===== config.mk =====
export PLATFORM = sky130hd
export DESIGN_NAME = sobol_seq_ctrl
export DESIGN_NICKNAME = d
export VERILOG_FILES = /design/src/rtl/sobol_seq_ctrl.sv
export SDC_FILE = /design/constraint.sdc
export NUM_CORES = 1
export LEC_CHECK = 0
export CAP_MARGIN = 15
export CORE_AREA = 2 2 58 60
export CTS_BUF_LIST = sky130_fd_sc_hd__clkbuf_8
export CTS_CLUSTER_DIAMETER = 200
export CTS_CLUSTER_SIZE = 20
export DETAILED_ROUTE_END_ITERATION = 16
export DIE_AREA = 0 0 60 62
export PLACE_DENSITY = 0.82
export SLEW_MARGIN = 40
export SYNTH_ARGS = -nofsm -noshare
export SYNTH_HDL_FRONTEND = slang
export SYNTH_SLANG_ARGS = --single-unit

===== constraint.sdc =====
create_clock -name clk -period 2.6 [get_ports clk]
set_input_delay 0.52 -clock clk [delete_from_list [all_inputs] [get_ports clk]]
set_output_delay 0.52 -clock clk [all_outputs]
set_load 0.02 [all_outputs]

===== src/rtl/sobol_seq_ctrl.sv =====
// Sobol sequence controller.
// An index counter walks 0..len; each accepted beat XORs the direction vector
// selected by the least-significant-zero (LSZ) position of the counter into
// the running sequence value. The output is a valid/ready stream so the
// downstream stochastic-number comparators can stall it.
//
// state | meaning
// ------+-----------------------------------------------------------------
// IDLE  | waiting for iStart; outputs quiet
// RUN   | streaming values, oValid/oBusy high, advancing on iReady
// DONE  | single-cycle oDone pulse after the last accepted beat
module sobol_seq_ctrl #(
    parameter int BITWIDTH    = 4,
    parameter int LOGBITWIDTH = $clog2(BITWIDTH)
) (
    input  logic                         clk,
    input  logic                         rst_n,
    input  logic                         iStart,
    input  logic                         iClear,
    input  logic [BITWIDTH-1:0]          iLen,
    input  logic [BITWIDTH*BITWIDTH-1:0] iDirVec,
    input  logic                         iReady,
    output logic [BITWIDTH-1:0]          oSobol,
    output logic                         oValid,
    output logic [LOGBITWIDTH-1:0]       oLszIdx,
    output logic                         oBusy,
    output logic                         oDone
);

    typedef enum logic [1:0] {
        IDLE = 2'd0,
        RUN  = 2'd1,
        DONE = 2'd2
    } state_t;

    state_t                         state;
    logic [BITWIDTH-1:0]            cnt;
    logic [BITWIDTH-1:0]            len_reg;
    logic [BITWIDTH*BITWIDTH-1:0]   dir_vec_reg;

    logic [BITWIDTH-1:0]            cnt_inc;
    logic [BITWIDTH-1:0]            dir_sel;
    logic [LOGBITWIDTH-1:0]         lsz_next;
    logic                           beat_acc;
    logic                           last_beat;

    // Index of the lowest zero bit; an all-ones value has none and maps to 0.
    // That only happens on the final beat of a full-period run, where the
    // successor value is never used.
    function automatic logic [LOGBITWIDTH-1:0] lsz_of(input logic [BITWIDTH-1:0] v);
        logic [LOGBITWIDTH-1:0] idx;
        idx = '0;
        for (int i = BITWIDTH - 1; i >= 0; i--) begin
            if (!v[i]) begin
                idx = LOGBITWIDTH'(i);
            end
        end
        return idx;
    endfunction

    assign cnt_inc   = cnt + BITWIDTH'(1);
    assign beat_acc  = oValid & iReady;
    assign last_beat = (cnt == len_reg);

    // Direction vector picked by the registered LSZ index of the current count.
    always_comb begin
        dir_sel = '0;
        for (int k = 0; k < BITWIDTH; k++) begin
            if (oLszIdx == LOGBITWIDTH'(k)) begin
                dir_sel = dir_vec_reg[k*BITWIDTH +: BITWIDTH];
            end
        end
    end

    // LSZ position of the count that follows the current one.
    always_comb begin
        lsz_next = lsz_of(cnt_inc);
    end

    // Sequencer FSM with registered outputs; iClear overrides every state.
    always_ff @(posedge clk or negedge rst_n) begin
        if (!rst_n) begin
            state       <= IDLE;
            cnt         <= '0;
            len_reg     <= '0;
            dir_vec_reg <= '0;
            oSobol      <= '0;
            oValid      <= 1'b0;
            oLszIdx     <= '0;
            oBusy       <= 1'b0;
            oDone       <= 1'b0;
        end else if (iClear) begin
            state   <= IDLE;
            cnt     <= '0;
            oSobol  <= '0;
            oValid  <= 1'b0;
            oLszIdx <= '0;
            oBusy   <= 1'b0;
            oDone   <= 1'b0;
        end else begin
            case (state)
                IDLE: begin
                    oDone <= 1'b0;
                    if (iStart) begin
                        state       <= RUN;
                        len_reg     <= iLen;
                        dir_vec_reg <= iDirVec;
                        cnt         <= '0;
                        oSobol      <= '0;
                        oLszIdx     <= '0;
                        oValid      <= 1'b1;
                        oBusy       <= 1'b1;
                    end
                end
                RUN: begin
                    if (beat_acc) begin
                        if (last_beat) begin
                            state  <= DONE;
                            oValid <= 1'b0;
                            oBusy  <= 1'b0;
                            oDone  <= 1'b1;
                        end else begin
                            oSobol  <= oSobol ^ dir_sel;
                            cnt     <= cnt_inc;
                            oLszIdx <= lsz_next;
                        end
                    end
                end
                DONE: begin
                    state  <= IDLE;
                    oDone  <= 1'b0;
                    oValid <= 1'b0;
                    oBusy  <= 1'b0;
                end
                default: begin
                    state  <= IDLE;
                    oValid <= 1'b0;
                    oBusy  <= 1'b0;
                    oDone  <= 1'b0;
                end
            endcase
        end
    end

endmodule


==> impl_metrics.tcl <==
set metrics [dict create \
    vias_per_cell 5.74 \
    ir_drop_mv 0.421 \
    cts_root_buf "clkbuf_8" \
    cp-start-kind "flip-flop" \
    design_area_um2 2210 \
    postSynthCellCount 143 \
    critical_path_required_ns 2.08 \
    ys_seq_area_share_pct 49.7 \
    first_global_vias 1287 \
    final_cell_mix "34 x dfrtp_1, 33 x clkdlybuf4s50_1, 18 x mux2_2" \
    worstSetupPathType "reg2out" \
    instances_no_fill 226 \
    io_pins 34 \
    powerDensity_nw_per_um2 643 \
    dieArea_um2 3720 \
    timing.final.crit_share_pct 78.4 \
    num_vias 1298 \
    start_util_pct 53.9 \
    cp_top_family "buffers and inverters" \
    min_period_ns 2.04 \
    clk_path_buf_depth 2 \
    grt_overflow 0 \
    fin_worst_skew_ns 0.00499 \
    placed_cell_area_um2 2100 \
    clkTransAtPathRegs_ns 0.07 \
    synth_nets 169 \
    finalSetupViolations 0 \
    design_power_total_uw 1420 \
    max_stage_delay_ns 0.69 \
    final.setup.tns_ns 0 \
    drv_cap 0 \
    clk_latency_ns 0.29 \
    multiInputGateArea_um2 815 \
    rsz0062_at_grt "no" \
    final-seq-area_um2 851 \
    path_buf_inv 1 \
    synthDistinctLibCells 42 \
    ant_nets 0 \
    hp-start "dir_vec_reg[3]" \
    grt_pass1_wl_um 6040 \
    wl_per_cell_um 15.9 \
    grt_max_degree 35 \
    routed_wl_um 3590 \
    drive_gt1_share_pct 20.6 \
    synthesis.area_um2 1710 \
    final_common_cell "dfrtp_1" \
    portBuffers 33 \
    cts_tree "built" \
    min_path_cells 1 \
    drt-initial-drc-count 83 \
    hpwl_um 2560 \
    relSlewSlack_pct 57.8 \
    fin_hold_ws_ns 0.489 \
    fmax_mhz 491 \
    ys_ff_latch 34 \
    gp_congestion 0.887 \
    post-route-drc-count 0 \
    reg2reg_depth 4 \
    crit_fanout 6 \
    slowest_stage "clkdlybuf4s50_1" \
    n_antenna_cell 0 \
    die_x_um 60 \
    largest_reg_flops 16 \
    cts_resized 0 \
    cts_buffers 5 \
    die_h_um 62 \
    synth_area_per_cell_um2 12.0 \
    worstSetupEndpointType "output pin" \
    final-hold-violation-count 0 \
    fin_nets 206 \
    ctsHoldBuffers 0 \
    grt_antenna_before_repair 0 \
    rrSetupSlack_ns 0.83 \
    cts_sinks 34 \
    yosysWarnings 0 \
    hold_path.class "reg2reg" \
    fillers 240 \
    firstDrtPassIters 4 \
    r2r_end "oLszIdx[0]" \
    cp_cell_sequence "clkdlybuf4s50_1" \
    grtUsageTotal_pct 22.9 \
    tightest_slew_ns 0.632 \
    outcome "completed" \
    post_cts_buffers 0 \
    min_to "dir_vec_reg[3]" \
    p_leak_uw 0.000903 \
    syn_to_final_growth_pct 29.3 \
    reg2reg_from "cnt[2]" \
    num_rows 21 \
    coreArea_um2 3180 \
    cts_max_level 2 \
    report.final.slew_viol_count 0 \
    arrival_ns 1.52 \
    placedCellCount 219 \
]
## cells by family after synthesis
group,count (synthesis),synth area share [%]
XOR/XNOR,5,2.56
adder cells (fa/ha/maj),1,0.730
flip-flops,34,49.7
AND/OR/NAND/NOR,42,14.6
AO/OA/AOI/OAI,22,8.91
multiplexers,27,20.5
buffers and inverters,12,3.07
## worst max-delay path by stage
stage,cells after the start,to,start,slack [ns]
after floorplan,4,oSobol[0],oLszIdx[0],1.02
after CTS,1,oLszIdx[0],oLszIdx[0],0.52
after global placement,5,len_reg[1],iStart,0.56
after global routing,1,oLszIdx[0],oLszIdx[0],0.46
after detailed placement,5,oSobol[0],iStart,0.51
final,1,oLszIdx[0],oLszIdx[0],0.56
## metal layers
metal | part of all wire [%] | up-vias | track usage (%)
li1 | - | 613 | -
met1 | 43 | 651 | 28.2
met2 | 52 | 28 | 39.0
met3 | 4.0 | 6 | 6.21
met4 | 1.5 | 0 | 8.57
met5 | 0 | - | 0
## final cells by class
type	instances	share of cell area (%)
Sequential cell	34	38.4
Clock inverter	1	1.36
Tap cell	46	2.60
Multi-Input combinational cell	97	36.8
Timing Repair Buffer	37	16.3
Clock buffer	6	3.73
Inverter	5	0.847
## synthesized netlist by cell type, drive strengths merged
master | count | area, um^2
a2111oi | 1 | 8.76
a211o | 1 | 8.76
a211oi | 1 | 7.51
a21bo | 1 | 10.0
a21boi | 1 | 7.51
a21o | 1 | 7.51
a21oi | 2 | 10.0
a31oi | 7 | 43.8
a41oi | 1 | 8.76
and4 | 1 | 8.76
buf | 4 | 22.5
clkbuf | 3 | 11.3
dfrtp | 34 | 851
ha | 1 | 12.5
inv | 5 | 18.8
mux2 | 21 | 240
mux2i | 2 | 20.0
mux4 | 4 | 90.1
nand2 | 4 | 15.0
nand2b | 3 | 18.8
nand3 | 10 | 50.1
nand3b | 1 | 7.51
nand4 | 1 | 6.26
nor2 | 4 | 15.0
nor2b | 2 | 12.5
nor3 | 3 | 15.0
nor3b | 1 | 7.51
nor4 | 4 | 25.0
nor4b | 3 | 26.3
o21a | 1 | 7.51
o21ai | 3 | 15.0
o21bai | 1 | 7.51
o22a | 1 | 10.0
or2 | 1 | 6.26
or3 | 1 | 6.26
or4b | 3 | 30.0
xnor2 | 4 | 35.0
xor2 | 1 | 8.76
## stage by stage
step / setup WS, ns / util [%]
final: 0.563 / 69.7
after global routing: 0.465 / 69.7
after CTS: 0.516 / 69.7
after detailed placement: 0.506 / 66.1
after global placement: 0.562 / 66.1
after floorplan: 1.02 / -
## power by group
part / leakage [uW] / internal [uW] / switching (uW)
sequential: 0.000427 / 609 / 51.3
clock: 0.0000573 / 306 / 184
combinational: 0.000418 / 161 / 111
total: 0.000903 / 1080 / 347
(Power assumes the default switching activity.)
